==> src/rtl/fetch_pkg.sv <==
// fetch_pkg: shared types and default widths for the fetch controller.
//   fetch_state_e : run-control FSM state encoding (IDLE, RUN, DONE)
//   DEF_PC_W      : default program counter width
//   DEF_IMM_W     : default branch offset width (two's complement)
package fetch_pkg;

  typedef enum logic [1:0] {
    IDLE = 2'd0,
    RUN  = 2'd1,
    DONE = 2'd2
  } fetch_state_e;

  localparam int DEF_PC_W  = 12;
  localparam int DEF_IMM_W = 8;

endpackage

==> src/rtl/next_pc_calc.sv <==
// next_pc_calc: purely combinational next-PC arithmetic for the fetch controller.
//   pc              in   PC_W   current fetch address
//   immediate       in   IMM_W  signed branch offset
//   seq_pc          out  PC_W   pc + 1 (low bits)
//   seq_in_range    out  1      pc + 1 still addresses instruction memory
//   branch_pc       out  PC_W   pc + 1 + sext(immediate) (low bits)
//   branch_in_range out  1      branch target lies in [0, 2**PC_W-1]
// IMM_W must not exceed PC_W+1 so the PC_W+2 bit working width holds every target.
module next_pc_calc
  import fetch_pkg::*;
#(
  parameter int PC_W  = DEF_PC_W,
  parameter int IMM_W = DEF_IMM_W
) (
  input  logic [PC_W-1:0]  pc,
  input  logic [IMM_W-1:0] immediate,
  output logic [PC_W-1:0]  seq_pc,
  output logic             seq_in_range,
  output logic [PC_W-1:0]  branch_pc,
  output logic             branch_in_range
);

  logic [PC_W:0]   seq_full;
  logic [PC_W+1:0] pc_plus1_ext;
  logic [PC_W+1:0] imm_sext;
  logic [PC_W+1:0] target;

  // One extra bit catches the carry out of the last address: no wrap allowed.
  assign seq_full     = {1'b0, pc} + {{PC_W{1'b0}}, 1'b1};
  assign seq_pc       = seq_full[PC_W-1:0];
  assign seq_in_range = ~seq_full[PC_W];

  // Two guard bits: bit PC_W+1 is the sign of the target, bit PC_W flags an
  // overshoot past the top of memory. Plain two's complement addition suffices.
  assign pc_plus1_ext = {1'b0, seq_full};
  assign imm_sext     = {{(PC_W + 2 - IMM_W){immediate[IMM_W-1]}}, immediate};
  assign target       = pc_plus1_ext + imm_sext;

  assign branch_pc       = target[PC_W-1:0];
  assign branch_in_range = (target[PC_W+1:PC_W] == 2'b00);

endmodule

==> src/rtl/fetch_controller.sv <==
// fetch_controller: program counter sequencer for the single-issue core.
//   Run control (IDLE -> RUN -> DONE), stall hold, halt detection and branch
//   redirect with a signed offset. Out-of-range fetches end the run with fault.
// Optional feature macro: FETCH_CYCLE_COUNT_EN
//   defined   : cycle_count counts every RUN cycle (stall and final cycle
//               included), saturating at all-ones, cleared when a run starts.
//   undefined : cycle_count is tied to zero and no counter flops exist.
// Ports:
//   clk          in   1      rising-edge clock
//   reset        in   1      synchronous active-high reset
//   start        in   1      begin a run (honoured in IDLE or DONE)
//   stall        in   1      hold pc/state/fault this cycle
//   halt_instr   in   1      current instruction is HALT
//   branch_en    in   1      current instruction is a conditional branch
//   zero         in   1      ALU zero flag; branch taken = branch_en & zero
//   immediate    in   IMM_W  signed branch offset
//   pc           out  PC_W   current fetch address
//   fetch_valid  out  1      instruction at pc executes this cycle
//   done         out  1      run finished (halt or fault)
//   fault        out  1      run ended on an out-of-range fetch
//   cycle_count  out  CNT_W  RUN-cycle count (zero when the feature is off)
module fetch_controller
  import fetch_pkg::*;
#(
  parameter int              PC_W     = DEF_PC_W,
  parameter int              IMM_W    = DEF_IMM_W,
  parameter logic [PC_W-1:0] START_PC = '0,
  parameter int              CNT_W    = 32
) (
  input  logic             clk,
  input  logic             reset,
  input  logic             start,
  input  logic             stall,
  input  logic             halt_instr,
  input  logic             branch_en,
  input  logic             zero,
  input  logic [IMM_W-1:0] immediate,
  output logic [PC_W-1:0]  pc,
  output logic             fetch_valid,
  output logic             done,
  output logic             fault,
  output logic [CNT_W-1:0] cycle_count
);

  fetch_state_e    state_reg, state_next;
  logic [PC_W-1:0] pc_reg, pc_next;
  logic            fault_reg, fault_next;

  logic [PC_W-1:0] seq_pc;
  logic            seq_in_range;
  logic [PC_W-1:0] branch_pc;
  logic            branch_in_range;
  logic            taken;

  next_pc_calc #(
    .PC_W  (PC_W),
    .IMM_W (IMM_W)
  ) u_next_pc_calc (
    .pc              (pc_reg),
    .immediate       (immediate),
    .seq_pc          (seq_pc),
    .seq_in_range    (seq_in_range),
    .branch_pc       (branch_pc),
    .branch_in_range (branch_in_range)
  );

  assign taken = branch_en & zero;

  always_ff @(posedge clk) begin
    if (reset) begin
      state_reg <= IDLE;
      pc_reg    <= START_PC;
      fault_reg <= 1'b0;
    end else begin
      state_reg <= state_next;
      pc_reg    <= pc_next;
      fault_reg <= fault_next;
    end
  end

  always_comb begin
    state_next = state_reg;
    pc_next    = pc_reg;
    fault_next = fault_reg;
    case (state_reg)
      IDLE, DONE: begin
        if (start) begin
          state_next = RUN;
          pc_next    = START_PC;
          fault_next = 1'b0;
        end
      end
      RUN: begin
        // Priority: stall > halt > taken branch > sequential.
        if (!stall) begin
          if (halt_instr) begin
            state_next = DONE;
            fault_next = 1'b0;
          end else if (taken) begin
            if (branch_in_range) begin
              pc_next = branch_pc;
            end else begin
              state_next = DONE;
              fault_next = 1'b1;
            end
          end else if (seq_in_range) begin
            pc_next = seq_pc;
          end else begin
            // Falling off the end of memory: pc stays on the last address.
            state_next = DONE;
            fault_next = 1'b1;
          end
        end
      end
      default: begin
        state_next = IDLE;
        pc_next    = START_PC;
        fault_next = 1'b0;
      end
    endcase
  end

  assign pc          = pc_reg;
  assign fetch_valid = (state_reg == RUN);
  assign done        = (state_reg == DONE);
  assign fault       = fault_reg;

`ifdef FETCH_CYCLE_COUNT_EN
  logic [CNT_W-1:0] cnt_reg;
  logic             start_accept;

  // A start in IDLE or DONE begins a fresh run, so the count restarts there.
  assign start_accept = start && (state_reg != RUN);

  always_ff @(posedge clk) begin
    if (reset) begin
      cnt_reg <= '0;
    end else if (start_accept) begin
      cnt_reg <= '0;
    end else if ((state_reg == RUN) && (cnt_reg != {CNT_W{1'b1}})) begin
      cnt_reg <= cnt_reg + {{(CNT_W-1){1'b0}}, 1'b1};
    end
  end

  assign cycle_count = cnt_reg;
`else
  assign cycle_count = '0;
`endif

endmodule

==> config.mk <==
export PLATFORM = sky130hd
export DESIGN_NAME = fetch_controller
export DESIGN_NICKNAME = d
export VERILOG_FILES = /design/src/rtl/fetch_pkg.sv /design/src/rtl/next_pc_calc.sv /design/src/rtl/fetch_controller.sv
export SDC_FILE = /design/constraint.sdc
export NUM_CORES = 1
export LEC_CHECK = 0
export CAP_MARGIN = 10
export CELL_PAD_IN_SITES_DETAIL_PLACEMENT = 0
export CELL_PAD_IN_SITES_GLOBAL_PLACEMENT = 1
export CORE_MARGIN = 5
export CORE_UTILIZATION = 30
export DETAILED_ROUTE_END_ITERATION = 10
export GPL_TIMING_DRIVEN = 0
export HOLD_SLACK_MARGIN = 0.02
export PLACE_DENSITY_LB_ADDON = 0.1
export SLEW_MARGIN = 20
export SYNTH_ARGS = -nofsm -noshare
export SYNTH_HDL_FRONTEND = slang
export SYNTH_SLANG_ARGS = --single-unit
==> constraint.sdc <==
create_clock -name clk -period 3.3 [get_ports clk]
set_input_delay 0.66 -clock clk [delete_from_list [all_inputs] [get_ports clk]]
set_output_delay 0.66 -clock clk [all_outputs]
set_load 0.02 [all_outputs]
; Word level (Yosys, flattened, before mapping)
; Cells that the tools add are included.
[classes]
bitwise_logic = 1
n_eq_ne = 9
addsub = 2
n_mux = 21
n_reduce_logical = 5
[ops]
columns = cell, count
row1 = 2-to-1 mux 12 bit, 6
row2 = case mux 12 bit (2 select lines), 1
row3 = adder 13 x 14 -> 14 bit, 1
row4 = adder 12 x 1 -> 13 bit (second input constant), 1
row5 = 2-to-1 mux 2 bit, 6
row6 = 2-to-1 mux 1 bit, 6
row7 = != test 2 bit (second input constant), 3
row8 = != test 3 bit (second input constant), 2
row9 = AND reduction 5 bit, 1
row10 = logical NOT 2 bit, 2
row11 = != test 4 x 2 -> 1 bit (second input constant), 1
row12 = != test 4 bit (second input constant), 1
row13 = case mux 2 bit (2 select lines), 1
row14 = AND reduction 4 bit, 1
row15 = equality test 2 x 1 -> 1 bit (second input constant), 1
row16 = equality test 2 bit (second input constant), 1
row17 = case mux 1 bit (2 select lines), 1
row18 = OR reduction 2 bit, 1
row19 = AND 1 bit, 1
[totals]
regBits = 15
elab_cells = 41
input_bits = 15
output_inout_bits = 47

; Logic depth before layout (Yosys ltp)
[depth]
word_depth = 8
depth_mapped = 13
ltp_nobuf = 13

; Cells and area by module
; From an unflattened synthesis, not the netlist that was laid out.
[hier_totals]
cells_unflattened = 240
hier_area_um2 = 1996.9
[by_module_without_submodules]
columns = module, area_each_um2, seq_area_each_um2, cells_each, instances
row1 = fetch_controller, 1103.6, 300.3, 123, 1
row2 = next_pc_calc, 893.4, 0.0, 117, 1

; Worst setup path before layout
; Ideal clock, no wire load.
[synth_path]
path_kind = register to register
startpoint = register pc_reg[4], in the netlist pc[4]
endpoint = register pc_reg[0], in the netlist pc[0]
t_arrival_ns = 3.266
setup_ns = 0.135
required_time_ns = 3.165
stages_incl_launch_ff = 14
period_less_slack_ns = 3.400
setup_slack_ns = -0.100
path_cell_list = dfxtp_1 and3_1 and3_1 nand4_1 xnor2_1 ha_1 nand2_1 or4_1 nand2b_4 a311o_1 and3_4 a31o_4 nand3_2 o41ai_2
[synth_via]
elab_chain_len = 5
word_cells_on_any_way = 6
classes_between = add/sub: 2 / eq/ne: 2 / reduce/logical: 2
[synth_lines]
columns = element, line
row1 = "start, declared", fetch_controller.sv:46  ; logic [PC_W-1:0] pc_reg, pc_next;
row2 = "start signal, assigned", fetch_controller.sv:76  ; pc_reg <= pc_next;
row3 = adder 12 x 1 -> 13 bit *, next_pc_calc.sv:29  ; assign seq_full = {1'b0, pc} + {{PC_W{1'b0}}, 1'b1};
row4 = adder 13 x 14 -> 14 bit, next_pc_calc.sv:37  ; assign target = pc_plus1_ext + imm_sext;
row5 = logical NOT 2 bit, next_pc_calc.sv:40  ; assign branch_in_range = (target[PC_W+1:PC_W] == 2'b00);
row6 = != test 3 bit (no line), n/a
row7 = AND reduction 5 bit (no line) *, n/a
; Mark *: on every way between the ends. The rest lies on a longest branch, timed or not.
; A chain may end at the register's enable or synchronous reset.

; Worst setup path after layout
[layout_path]
startpoint = register pc_reg[0], in the netlist pc[0]
endpoint = register pc_reg[11], in the netlist pc[11]
[layout_via]
elab_chain_len = 7
word_cells_on_any_way = 12
classes_between = add/sub: 2 / eq/ne: 2 / mux: 6 / reduce/logical: 2
[layout_lines]
columns = element, line
row1 = adder 12 x 1 -> 13 bit *, next_pc_calc.sv:29
row2 = adder 13 x 14 -> 14 bit, next_pc_calc.sv:37
row3 = 2-to-1 mux 12 bit, fetch_controller.sv:100  ; if (branch_in_range) begin
row4 = 2-to-1 mux 12 bit, fetch_controller.sv:99  ; end else if (taken) begin
row5 = 2-to-1 mux 12 bit, fetch_controller.sv:96  ; if (halt_instr) begin
row6 = 2-to-1 mux 12 bit, fetch_controller.sv:95  ; if (!stall) begin
row7 = case mux 12 bit (2 select lines), fetch_controller.sv:85  ; case (state_reg)
; Mark *: on every way between the ends. The rest lies on a longest branch, timed or not. The select of a mux whose other input is x is not followed.

==> metrics.md <==
| Metric | Value |
|---|---|
| Status | completed |
| Post-detail-place hpwl | 4220 um |
| Post-Syn Area | 1892 sq um |
| Slew at the pin closest to its max-slew limit | 509.0 ps |
| Via count | 1969 |
| Synth Flop Type | dfxtp_1 |
| Routed WL per cell | 13.81 um |
| Layout Nets | 378 |
| Synth Area in Compound Gates | 23.48% |
| Register area | 326.6 sq um |
| Worst Setup Path Type | reg -> reg |
| Placed insts | 386 |
| Slowest stage cell, crit path | or4_1 |
| Die Y | 89.41 um |
| Worst path max stage delay | 490 ps |
| Drt initial violations | 54 |
| Pin count of the biggest net entering global routing | 13 |
| Most common cell after layout, fill and taps aside | buf_4 |
| Worst Setup Start Kind | flip-flop |
| Worst path buffer plus inverter count | 1 |
| Critical path arrival | 3320 ps |
| Number of nets with antenna violations after routing | 0 |
| Final Hold Viols | 0 |
| Slew Viols, Final | 0 |
| Clock latency on the worst-skew pair | 250 ps |
| I/O Buffers | 29 |
| EDFF count, synth | 0 |
| Area Overhead vs Synth | 58.00% |
| Final Cell Area | 2989 sq um |
| Fin Clk Skew | 3.296 ps |
| Max Clk Rate | 0.3146 GHz |
| Initial Util | 30.31% |
| Post-synthesis xor/xnor area fraction | 7.870% |
| CP top delay family | simple AND/OR/NAND/NOR gates |
| CTS tree | yes |
| Hold crit path type | reg -> reg |
| Clock Pin Slew Worst Setup and Hold Paths | 60 ps |
| Synth Register Bits | 15 |
| Reg2reg path depth | 14 |
| First-pass GRT wire length | 9108 um |
| RD Place Congestion | 0.7915 |
| Cell-by-cell trace of the critical path | ha_4 > nand3_4 > nor2_2 > xor2_2 > ha_2 > nand2_2 > or4_1 > nand2b_4 > a311o_1 > and3_4 > a31o_4 > nand3_4 > buf_4 > o21ai_1 |
| Critical Path RT | 3440 ps |
| Worst setup path end | pc[11]$_SDFFE_PP0P_ |
| DRC errors left | 0 |
| H-Tree Depth | 1 |
| Ratio of cells with drive above 1 in the final layout | 35.57% |
| I/O pins | 62 |
| Final min period | 3178 ps |
| Worst Setup SP | pc[0]$_SDFFE_PP0P_ |
| Reg-to-reg startpoint | pc[0]$_SDFFE_PP0P_ |
| Adder-cell area share of the yosys netlist | 12.96% |
| # rows | 29 |
| Crit Path Max Fanout | 6 |
| Clk sink count | 15 |
| Core Area | 6241 sq um |
| Max-slew headroom | 65.94% |
| Top-area cell type share of the netlist area | 15.87% |
| RSZ-0062 raised after global routing | true |
| Number of flip-flops in the largest register | 12 |
| Most frequent cells in the layout | 60 x buf_4, 32 x conb_1, 28 x clkdlybuf4s50_1 |
| Die area | 7994 sq um |
| Area of the multi-input gates | 1722 sq um |
| # setup viols final | 0 |
| Post-synthesis mux area share | 2.116% |
| Leak pwr | 1.310 nW |
| Post-CTS Hold Buffers | 0 |
| Clk buf depth | 2 |
| Crit Reg-Reg Endpoint | pc[11]$_SDFFE_PP0P_ |
| Final non-filler cell total | 420 |
| R2R Setup Slk | 120 ps |
| Tcrit/Tclk final | 96.31% |
| Power per cell area | 188.4 nW/um^2 |
| Synth unique cells | 51 |
| Largest cells by area after synthesis | dfxtp_1 16%, buf_4 13%, ha_1 12% |
| Synth Area in Simple Gates | 22.35% |
| Main combinational cell family by area after synthesis | compound AO/OA/AOI/OAI gates |
| DIE WIDTH | 89.41 um |
| Synth area leader | dfxtp_1 |
| Crit. End Element | flip-flop |
| Gate Count Post-Synth | 249 |
| Gr usage total | 14.59% |
| Cell mode on critical path | nand3_4 |
| Worst path depth | 14 |
| Fill cells | 629 |
| Final TNS setup | 0 ps |
| Routed WL | 5800 um |
| Max Cap Viol | 0 |
| Area post-placement | 2401 sq um |
| Via/cell ratio | 4.688 |
| Register area share after synthesis | 15.87% |
| Ys async rst share | 0% |
| Root Driver | clkbuf_8 |
| Peak supply drop | 0.0001256 V |
| Hold_ws | 508.5 ps |
| Aggregate global routing overflow | 0 |
| Synth Warn # | 0 |
| Vias in the first global route | 1888 |
| Initial antenna violation count | 0 |
| Drt first pass iters | 4 |
| Mean post-synth cell area | 7.598 sq um |
| CTS buffer count | 3 |
| Ant diodes | 0 |
-- metal layers --
layer	vias to the layer above	global-route usage (%)	share of wire (%)
met5	-	0	0
met4	0	3.924	1.6
met3	9	1.843	5.6
met2	48	25.52	50
met1	901	18.77	43
li1	1011	-	-
-- report_power, final --
group	internal (mW)	switching [mW]
combinational	0.102	0.125
clock	0.0856	0.0671
sequential	0.179	0.00451
-- Yosys cell counts, drive strengths merged (6+ instances only) --
cell,number
a21oi,19
nor3,6
nand2,22
xnor2,13
o21ai,19
buf,33
inv,9
nand3,7
ha,18
dfxtp,15
nor2,24
a211oi,7
-- kinds of logic after synthesis --
group / count (synthesis)
multiplexers: 4
AO/OA/AOI/OAI: 65
adder cells (fa/ha/maj): 19
XOR/XNOR: 17
AND/OR/NAND/NOR: 84
flip-flops: 15
other: 1
buffers and inverters: 44
-- worst min path at each step --
| stage | startpoint | slack [ps] | endpoint | cells after the start |
|---|---|---|---|---|
| after floorplan | state_reg[1]$_SDFFE_PP0P_ | 470 | state_reg[1]$_SDFFE_PP0P_ | 1 |
| after global placement | pc[1]$_SDFFE_PP0P_ | 480 | pc[1]$_SDFFE_PP0P_ | 2 |
| after CTS | pc[3]$_SDFFE_PP0P_ | 510 | pc[3]$_SDFFE_PP0P_ | 2 |
| final | pc[1]$_SDFFE_PP0P_ | 510 | pc[1]$_SDFFE_PP0P_ | 2 |
| after global routing | fault$_SDFFE_PP0P_ | 530 | fault$_SDFFE_PP0P_ | 1 |
| after detailed placement | pc[5]$_SDFFE_PP0P_ | 480 | pc[5]$_SDFFE_PP0P_ | 2 |
-- metrics by stage --
stage / total power, mW / setup WS, ps / util [%]
floorplan: 0.3342 / 28.41 / -
global placement: 0.3854 / -647.4 / 38.47
detailed placement: 0.3843 / -655.9 / 38.47
CTS: 0.5483 / 2.376 / 43.70
global route: 0.5981 / -36.39 / 47.89
finish: 0.5632 / 121.8 / 47.89
-- layout make-up --
| type | count | share of cell area [%] |
|---|---|---|
| inverter | 9 | 1.130 |
| tap | 77 | 3.223 |
| buffer | 35 | 8.665 |
| timing repair buffer | 58 | 16.95 |
| sequential | 15 | 10.93 |
| clock buffer | 4 | 1.507 |
| multi-input combinational | 222 | 57.60 |
-- what timing repair did --
action                                  4_1_cts  5_1_grt
endpoints found under the setup margin       15       15
buffers inserted                             19       10
pin swaps                                    14       18
gates resized for setup                      33       32
gates cloned                                  1        0
-- tightest hold or removal path: cells and delay by family (launching register included) --
kind	cells	cell delay, ps
compound gates	1	50
flops	1	370
simple gates	1	50
(Power assumes the default switching activity.)
